===== src/rtl/cache_types.sv =====
// Types and constants shared between the instruction-cache controller and its
// line-to-burst adapter.
package cache_types;

    localparam int LINE_WIDTH  = 256;
    localparam int BURST_WIDTH = 64;
    localparam int BEATS       = LINE_WIDTH / BURST_WIDTH;

    // Suffixed literals keep clear of the controller's own IDLE/DONE states.
    typedef enum logic [2:0] {
        IDLE_A,
        RD_CMD,
        RD_BEAT,
        WR_BEAT,
        DONE_A
    } adapter_state_t;

endpackage


===== src/rtl/icache_line_adapter.sv =====
// Converts one full-line cache DFP read/write into a fixed-length burst of
// memory beats; read beats are assembled back into a line.
//
// state   | meaning
// IDLE_A  | waiting for a line request (write has priority)
// RD_CMD  | burst read command presented until memory accepts it
// RD_BEAT | collecting read beats in order, lowest beat first
// WR_BEAT | presenting write beat r_cnt until accepted
// DONE_A  | one-cycle dfp_resp, request not re-sampled
module icache_line_adapter
    import cache_types::*;
#(
    parameter int ADDR_WIDTH  = 32,
    parameter int LINE_WIDTH  = 256,
    parameter int BURST_WIDTH = 64
) (
    input  logic                   clk,
    input  logic                   rst_n,
    input  logic [ADDR_WIDTH-1:0]  dfp_addr,
    input  logic                   dfp_read,
    input  logic                   dfp_write,
    input  logic [LINE_WIDTH-1:0]  dfp_wdata,
    output logic [LINE_WIDTH-1:0]  dfp_rdata,
    output logic                   dfp_resp,
    output logic [ADDR_WIDTH-1:0]  bmem_addr,
    output logic                   bmem_read,
    output logic                   bmem_write,
    output logic [BURST_WIDTH-1:0] bmem_wdata,
    input  logic                   bmem_ready,
    input  logic [BURST_WIDTH-1:0] bmem_rdata,
    input  logic                   bmem_rvalid
);

    localparam int BEATS      = LINE_WIDTH / BURST_WIDTH;
    localparam int CNT_W      = (BEATS > 1) ? $clog2(BEATS) : 1;
    localparam int LINE_BYTES = LINE_WIDTH / 8;

    adapter_state_t          r_state;
    adapter_state_t          w_next_state;
    logic [CNT_W-1:0]        r_cnt;
    logic [ADDR_WIDTH-1:0]   r_addr;
    logic [LINE_WIDTH-1:0]   r_wline;
    logic [LINE_WIDTH-1:0]   r_rdata;
    logic [ADDR_WIDTH-1:0]   w_line_addr;
    logic                    w_last;
    logic [BURST_WIDTH-1:0]  w_slice;

    assign w_line_addr = dfp_addr & ~ADDR_WIDTH'(LINE_BYTES - 1);
    assign w_last      = (r_cnt == CNT_W'(BEATS - 1));
    assign w_slice     = r_wline[int'(r_cnt) * BURST_WIDTH +: BURST_WIDTH];

    always_ff @(posedge clk or negedge rst_n) begin
        if (!rst_n) begin
            r_state <= IDLE_A;
        end else begin
            r_state <= w_next_state;
        end
    end

    always_comb begin
        w_next_state = r_state;
        case (r_state)
            IDLE_A: begin
                if (dfp_write) begin
                    w_next_state = WR_BEAT;
                end else if (dfp_read) begin
                    w_next_state = RD_CMD;
                end
            end
            RD_CMD: begin
                if (bmem_ready) begin
                    w_next_state = RD_BEAT;
                end
            end
            RD_BEAT: begin
                if (bmem_rvalid && w_last) begin
                    w_next_state = DONE_A;
                end
            end
            WR_BEAT: begin
                if (bmem_ready && w_last) begin
                    w_next_state = DONE_A;
                end
            end
            DONE_A:  w_next_state = IDLE_A;
            default: w_next_state = IDLE_A;
        endcase
    end

    always_comb begin
        bmem_read  = 1'b0;
        bmem_write = 1'b0;
        dfp_resp   = 1'b0;
        case (r_state)
            RD_CMD:  bmem_read  = 1'b1;
            WR_BEAT: bmem_write = 1'b1;
            DONE_A:  dfp_resp   = 1'b1;
            default: ;
        endcase
    end

    assign bmem_addr  = r_addr;
    assign bmem_wdata = w_slice;
    assign dfp_rdata  = r_rdata;

    // Counter only wraps on the last beat, so a non-power-of-two BEATS still works.
    always_ff @(posedge clk or negedge rst_n) begin
        if (!rst_n) begin
            r_cnt   <= '0;
            r_addr  <= '0;
            r_wline <= '0;
            r_rdata <= '0;
        end else begin
            case (r_state)
                IDLE_A: begin
                    if (dfp_write) begin
                        r_addr  <= w_line_addr;
                        r_wline <= dfp_wdata;
                        r_cnt   <= '0;
                    end else if (dfp_read) begin
                        r_addr <= w_line_addr;
                        r_cnt  <= '0;
                    end
                end
                RD_BEAT: begin
                    if (bmem_rvalid) begin
                        r_rdata[int'(r_cnt) * BURST_WIDTH +: BURST_WIDTH] <= bmem_rdata;
                        r_cnt <= w_last ? '0 : r_cnt + 1'b1;
                    end
                end
                WR_BEAT: begin
                    if (bmem_ready) begin
                        r_cnt <= w_last ? '0 : r_cnt + 1'b1;
                    end
                end
                default: ;
            endcase
        end
    end

endmodule


===== config.mk =====
export PLATFORM = sky130hd
export DESIGN_NAME = icache_line_adapter
export DESIGN_NICKNAME = d
export VERILOG_FILES = /design/src/rtl/cache_types.sv /design/src/rtl/icache_line_adapter.sv
export SDC_FILE = /design/constraint.sdc
export NUM_CORES = 1
export LEC_CHECK = 0
export CORE_AREA = 4 4 276 278
export CTS_CLUSTER_SIZE = 24
export DETAILED_ROUTE_END_ITERATION = 10
export DIE_AREA = 0 0 280 282
export HOLD_SLACK_MARGIN = 0.08
export MAX_ROUTING_LAYER = met4
export PLACE_DENSITY = 0.59
export SYNTH_ARGS = -nofsm -noshare
export SYNTH_HDL_FRONTEND = slang
export SYNTH_SLANG_ARGS = --single-unit

===== constraint.sdc =====
create_clock -name clk -period 2.8 [get_ports clk]
set_clock_uncertainty 0.15 [all_clocks]
set_input_delay 0.42 -clock clk [delete_from_list [all_inputs] [get_ports clk]]
set_output_delay 0.42 -clock clk [all_outputs]
set_load 0.05 [all_outputs]

## Yosys cells after proc, flatten, opt, wreduce, memory -nomap -nowiden

Cells that the tools add are included.

- Flip-flop bits (word level): 549
- Input port bits: 358
- Output and inout port bits: 355
- Logic and storage cells: 49

- $add $sub $neg: 2
- Equal/unequal tests: 11
- Shift-type cells: 3
- Mux-type cells: 18
- Reductions and logical operators: 10

Operator list:

| cell | number |
|---|---|
| $bwmux W256 | 1 |
| $shift A64 B33 Y256 const A | 1 |
| $shiftx A256 B9 Y64 | 1 |
| $shiftx A64 B33 Y256 | 1 |
| $mux W32 | 2 |
| $neg A8 Y33 | 1 |
| $mux W3 | 5 |
| $pmux W3 S4 | 1 |
| $mux W2 | 5 |
| $ne A2 B2 Y1 const B | 5 |
| $reduce_and A4 Y1 | 2 |
| $eq A3 B2 Y1 const B | 2 |
| $pmux W2 S3 | 1 |
| $reduce_and A2 Y1 | 3 |
| $eq A3 B1 Y1 const B | 1 |
| $eq A3 B3 Y1 const B | 1 |
| $logic_not A3 Y1 | 1 |
| $mux W1 | 3 |
| $ne A3 B3 Y1 const B | 1 |
| $reduce_bool A3 Y1 | 1 |
| $add A2 B1 Y2 const B | 1 |
| $eq A2 B2 Y1 const B | 1 |
| $logic_and A1 B1 Y1 | 2 |
| $reduce_bool A2 Y1 | 1 |

## Longest topological paths before layout

- Word-level depth: 4
- Gate-level depth with buffers: 10
- Gate-level depth less buffers: 5

## Least setup slack after synthesis

Ideal clock, no wire load.

- Path type: flip-flop to flip-flop
- Start: reg r_cnt[1]
- End: reg r_rdata[198], in the netlist dfp_rdata[198]
- Library setup time: 67 ps
- Arrival: 2545 ps
- Required time: 2583 ps
- Setup slack: 38 ps
- Stages on the path, launching flop included: 10
- Buffers on the path: 4
- Clock period less this slack: 2762 ps
- Cell sequence: dfrtp_1 clkbuf_1 clkbuf_1 inv_1 ha_1 nor3b_4 nor4b_2 buf_4 buf_6 a22o_1

- Cells in the longest elaborated chain, start to end: 3
- Elaborated cells between the ends (all ways): 4
- Those cells by class: add/sub: 1; shift: 2; mux: 1

RTL lines:

| what | RTL line | RTL |
|---|---|---|
| start, declared | icache_line_adapter.sv:40 | `logic [CNT_W-1:0] r_cnt;` |
| start signal, assigned | icache_line_adapter.sv:128 | `r_cnt <= w_last ? '0 : r_cnt + 1'b1;` |
| start signal, assigned | icache_line_adapter.sv:133 | `r_cnt <= w_last ? '0 : r_cnt + 1'b1;` |
| $neg A8 Y33 * | icache_line_adapter.sv:127 | `r_rdata[int'(r_cnt) * BURST_WIDTH +: BURST_WIDTH] <= bmem_rdata;` |
| $shiftx A64 B33 Y256 or $shift A64 B33 Y256 (tied branches) | icache_line_adapter.sv:127 |  |
| $bwmux W256 * | icache_line_adapter.sv:127 |  |
| end signal, assigned by index | icache_line_adapter.sv:127 |  |
| end, declared | icache_line_adapter.sv:43 | `logic [LINE_WIDTH-1:0] r_rdata;` |

Mark *: on every way between the ends. The rest lies on a longest branch, timed or not.
A chain may end at the register's enable or synchronous reset.

## Worst setup path in the final report

- Start: reg r_cnt[0]
- End: out bmem_wdata[0]

- Cells in the longest elaborated chain, start to end: 1

RTL lines:

| what | RTL line | RTL |
|---|---|---|
| $shiftx A256 B9 Y64 | icache_line_adapter.sv:50 | `assign w_slice = r_wline[int'(r_cnt) * BURST_WIDTH +: BURST_WIDTH];` |
| end, declared | icache_line_adapter.sv:28 | `output logic [BURST_WIDTH-1:0] bmem_wdata,` |

No other way between the ends.

==> metrics.csv <==
stage;metric;value;unit
clocking;Root Buffer;clkbuf_16;
global_routing;vias in the first global route;18400;
layout;non-filler cells, final;3480;
power;pwr/cell area;1450;nW/um^2
sta;worst setup margin;0.0423;ns
placed_design;Final HPWL DP;57200;microns
placed_design;Post-Place Cells;3342;
power;Static Leak;13.8;nW
floorplan;cell row count;100;
sta;Worst Max-Slew Pin Slew;0.806;ns
placed_design;routability congestion estimate;0.860;
clocking;Inserted Clock Buffers;60;
logic_synthesis;largest area contributor in the netlist;dfrtp_1;
setup_path;reg2reg setup slack;0.29;ns
layout;Nets;2804;
placed_design;Setup WS pre-CTS;0.264;ns
floorplan;IO Pins;713;
setup_path;CP max-delay cell;mux4_2;
global_routing;All-Layer GR Usage;0.199;
logic_synthesis;Synth top area share;0.591;
logic_synthesis;EDFF count, synth;0;
setup_path;Crit Path Max Fanout;9;
sta;crit path time final;2.76;ns
logic_synthesis;yosys warns;0;
global_routing;Congestion Overflow GR;0;
clocking;TritonCTS clock tree;built;
sta;relative slew slack;0.462;
setup_path;Buf/Inv on CP;3;
layout;Synth-to-Final Area Change;45.3;%
layout;Seq. cell area;13600;sq um
setup_path;delay-heaviest family, CP;multiplexers;
setup_path;crit-path cells;buf_12 > buf_16 > mux4_2 > buf_6;
floorplan;Initial Util;0.312;
layout;Layout fillers;6654;
setup_path;CP Capture Type;primary output;
logic_synthesis;Top FF cell, synth;dfrtp_1;
clocking;Clock Sinks;544;
floorplan;die width;280;microns
min_path;worst hold path type;in -> async;
logic_synthesis;ys async rst share;1.00;
clocking;buffer depth of the longest clock path;3;
layout;share of cells above drive strength 1;0.243;
routing;WL final;79300;microns
routing;drt drc;0;
logic_synthesis;Netlist cell types;40;
setup_path;CP peak stage delay;0.59;ns
logic_synthesis;cell with the most instances after synthesis;dfrtp_1;
global_routing;largest net degree at the start of global routing;100;
sta;fin. max-slew vios;0;
sta;max frequency;363;MHz
routing;DRT iter0 DRCs;1029;
clocking;CTS H-tree depth;2;
layout;Multi-input gate area;7850;sq um
global_routing;initial antenna violation count;23;
setup_path;WS Path Type;reg -> out;
floorplan;core region area;73900;sq um
logic_synthesis;Mapped Avg Cell Area;13.2;sq um
setup_path;CP arrival;2.19;ns
global_routing;first-pass GRT wire length;117000;microns
placed_design;port bufs;702;
setup_path;CP Data Required Time;2.23;ns
outcome;status;finished, final reports clean;
clocking;clock slew at reported path FFs;0.06;ns
routing;via count;17400;
routing;Pre-antenna DRT Iters;7;
clocking;Clk Latency, worst-skew pair;0.61;ns
logic_synthesis;cells after synthesis;1748;
floorplan;Die ar.;79000;sq um
routing;WL per Instance;22.8;microns
sta;unrepaired setup endpoints after global routing;true;
logic_synthesis;Yosys reg bits;544;
sta;Final Hold Viols;0;
power;Max IR drop VDD;0.795;mV
routing;DR vias/cell;4.99;
run;Max Cap Viol;0;
sta;crit share post-route;0.985;
sta;Setup-failing EPs final;0;
logic_synthesis;Area contributors post-synth;dfrtp_1 59%, mux2_2 14%, mux4_2 6.3%, nand4_1 5.2%, o21ai_0 4.6%;
setup_path;startpoint types;flip-flop;
logic_synthesis;Mapped Area;23000;sq um
logic_synthesis;Commonest cells post-synth;544 x dfrtp_1, 285 x mux2_2, 210 x o21ai_0;
sta;Setup TNS;0;ns
routing;ANT nets after route;0;
logic_synthesis;sequential area share after synthesis;0.591;
floorplan;DIE HEIGHT;282;microns
## routing by layer
layer / wire (microns) / track usage / part of all wire
met5: 0 / - / 0
met4: 2090 / 0.0543 / 0.026
met1: 30400 / 0.233 / 0.38
met2: 38100 / 0.319 / 0.48
met3: 8670 / 0.0819 / 0.11
## worst reg2reg max path: stages (launching register included)
cell and delay, ns:
dfrtp_4 0.54, inv_1 0.15, ha_2 0.44, nor4b_2 0.32, buf_12 0.27, nand4_1 0.37
o21ai_0 0.19
## cells in the final DEF (no fill, tap or decap), types with 3 or more instances in the layout
master and instances:
a22o_1 55, and2_2 3, mux4_2 64, ha_2 3, inv_1 197, inv_6 5
clkbuf_1 13, o21ai_0 210, mux2_2 285, clkinv_2 10, clkdlybuf4s50_1 634, conb_1 5
clkbuf_16 62, nor2_1 3, buf_4 98, dfrtp_1 542, nand2_1 10, buf_6 9
diode_2 22, bufinv_16 7, buf_16 5, buf_12 27, clkbuf_8 13, nand4_1 192
## final cells by class
| class | count | share of cell area |
|---|---|---|
| tap | 969 | 0.0362 |
| clock inverter | 23 | 0.00942 |
| multi-input combinational | 860 | 0.234 |
| inverter | 197 | 0.0221 |
| antenna | 22 | 0.00164 |
| timing repair buffer | 778 | 0.237 |
| sequential | 544 | 0.407 |
| clock buffer | 87 | 0.0524 |
## what timing repair did
item,CTS,global route
endpoints found under the setup margin,58,12
endpoints found under the hold margin,212,0
cloned,2,1
hold buffers,1,0
buffers inserted,2,0
gates resized for setup,16,6
## where the power goes
group | total, W | internal [W] | switching (W)
clock network | 0.00829 | 0.00498 | 0.00331
registers | 0.0138 | 0.0116 | 0.00215
logic | 0.0264 | 0.00964 | 0.0167
total | 0.0485 | 0.0263 | 0.0222
## flip-flops by register name (all words and copies together), names as in the netlist
name and flops:
r_cnt 2, r_state 3, bmem_addr 27, r_wline 256, dfp_rdata 256
## metrics by stage
stage / utilization / power [W] / area [sq um] / hold slack, ns
6_report: 0.453 / 0.0485 / 33500 / 0.177
5_1_grt: 0.453 / 0.0508 / 33500 / 0.198
4_1_cts: 0.451 / 0.0489 / 33400 / 0.169
3_5_place_dp: 0.421 / 0.0401 / 31200 / 0.233
3_3_place_gp: 0.421 / 0.0396 / 31200 / 0.230
2_1_floorplan: - / 0.0305 / 23100 / -0.0256
## logic make-up (layout without fill, tap and decap cells)
kind of cell	count (synthesis)	count (layout)	share of synthesized area
AOI/OAI and AO/OA	271	271	0.0686
adders and majority gates	5	5	0.00272
buffers and inverters	348	1085	0.0711
DFF	544	544	0.591
muxes	351	351	0.203
other	1	27	0.000163
and+or+nand+nor	228	228	0.0638
## worst paths after layout
check / from / endpoint / cells past startpoint
worst max-delay path: r_cnt[0] / bmem_wdata[0] / 4
min in group clk: dfp_wdata[151] / r_wline[151] / 2
worst min register to register: r_wline[145] / r_wline[145] / 1
worst min-delay path: rst_n / dfp_rdata[239] / 2
worst max register to register: r_cnt[1] / dfp_rdata[132] / 6
max in group asynchronous: rst_n / dfp_rdata[75] / 3
(Power assumes the default switching activity.)
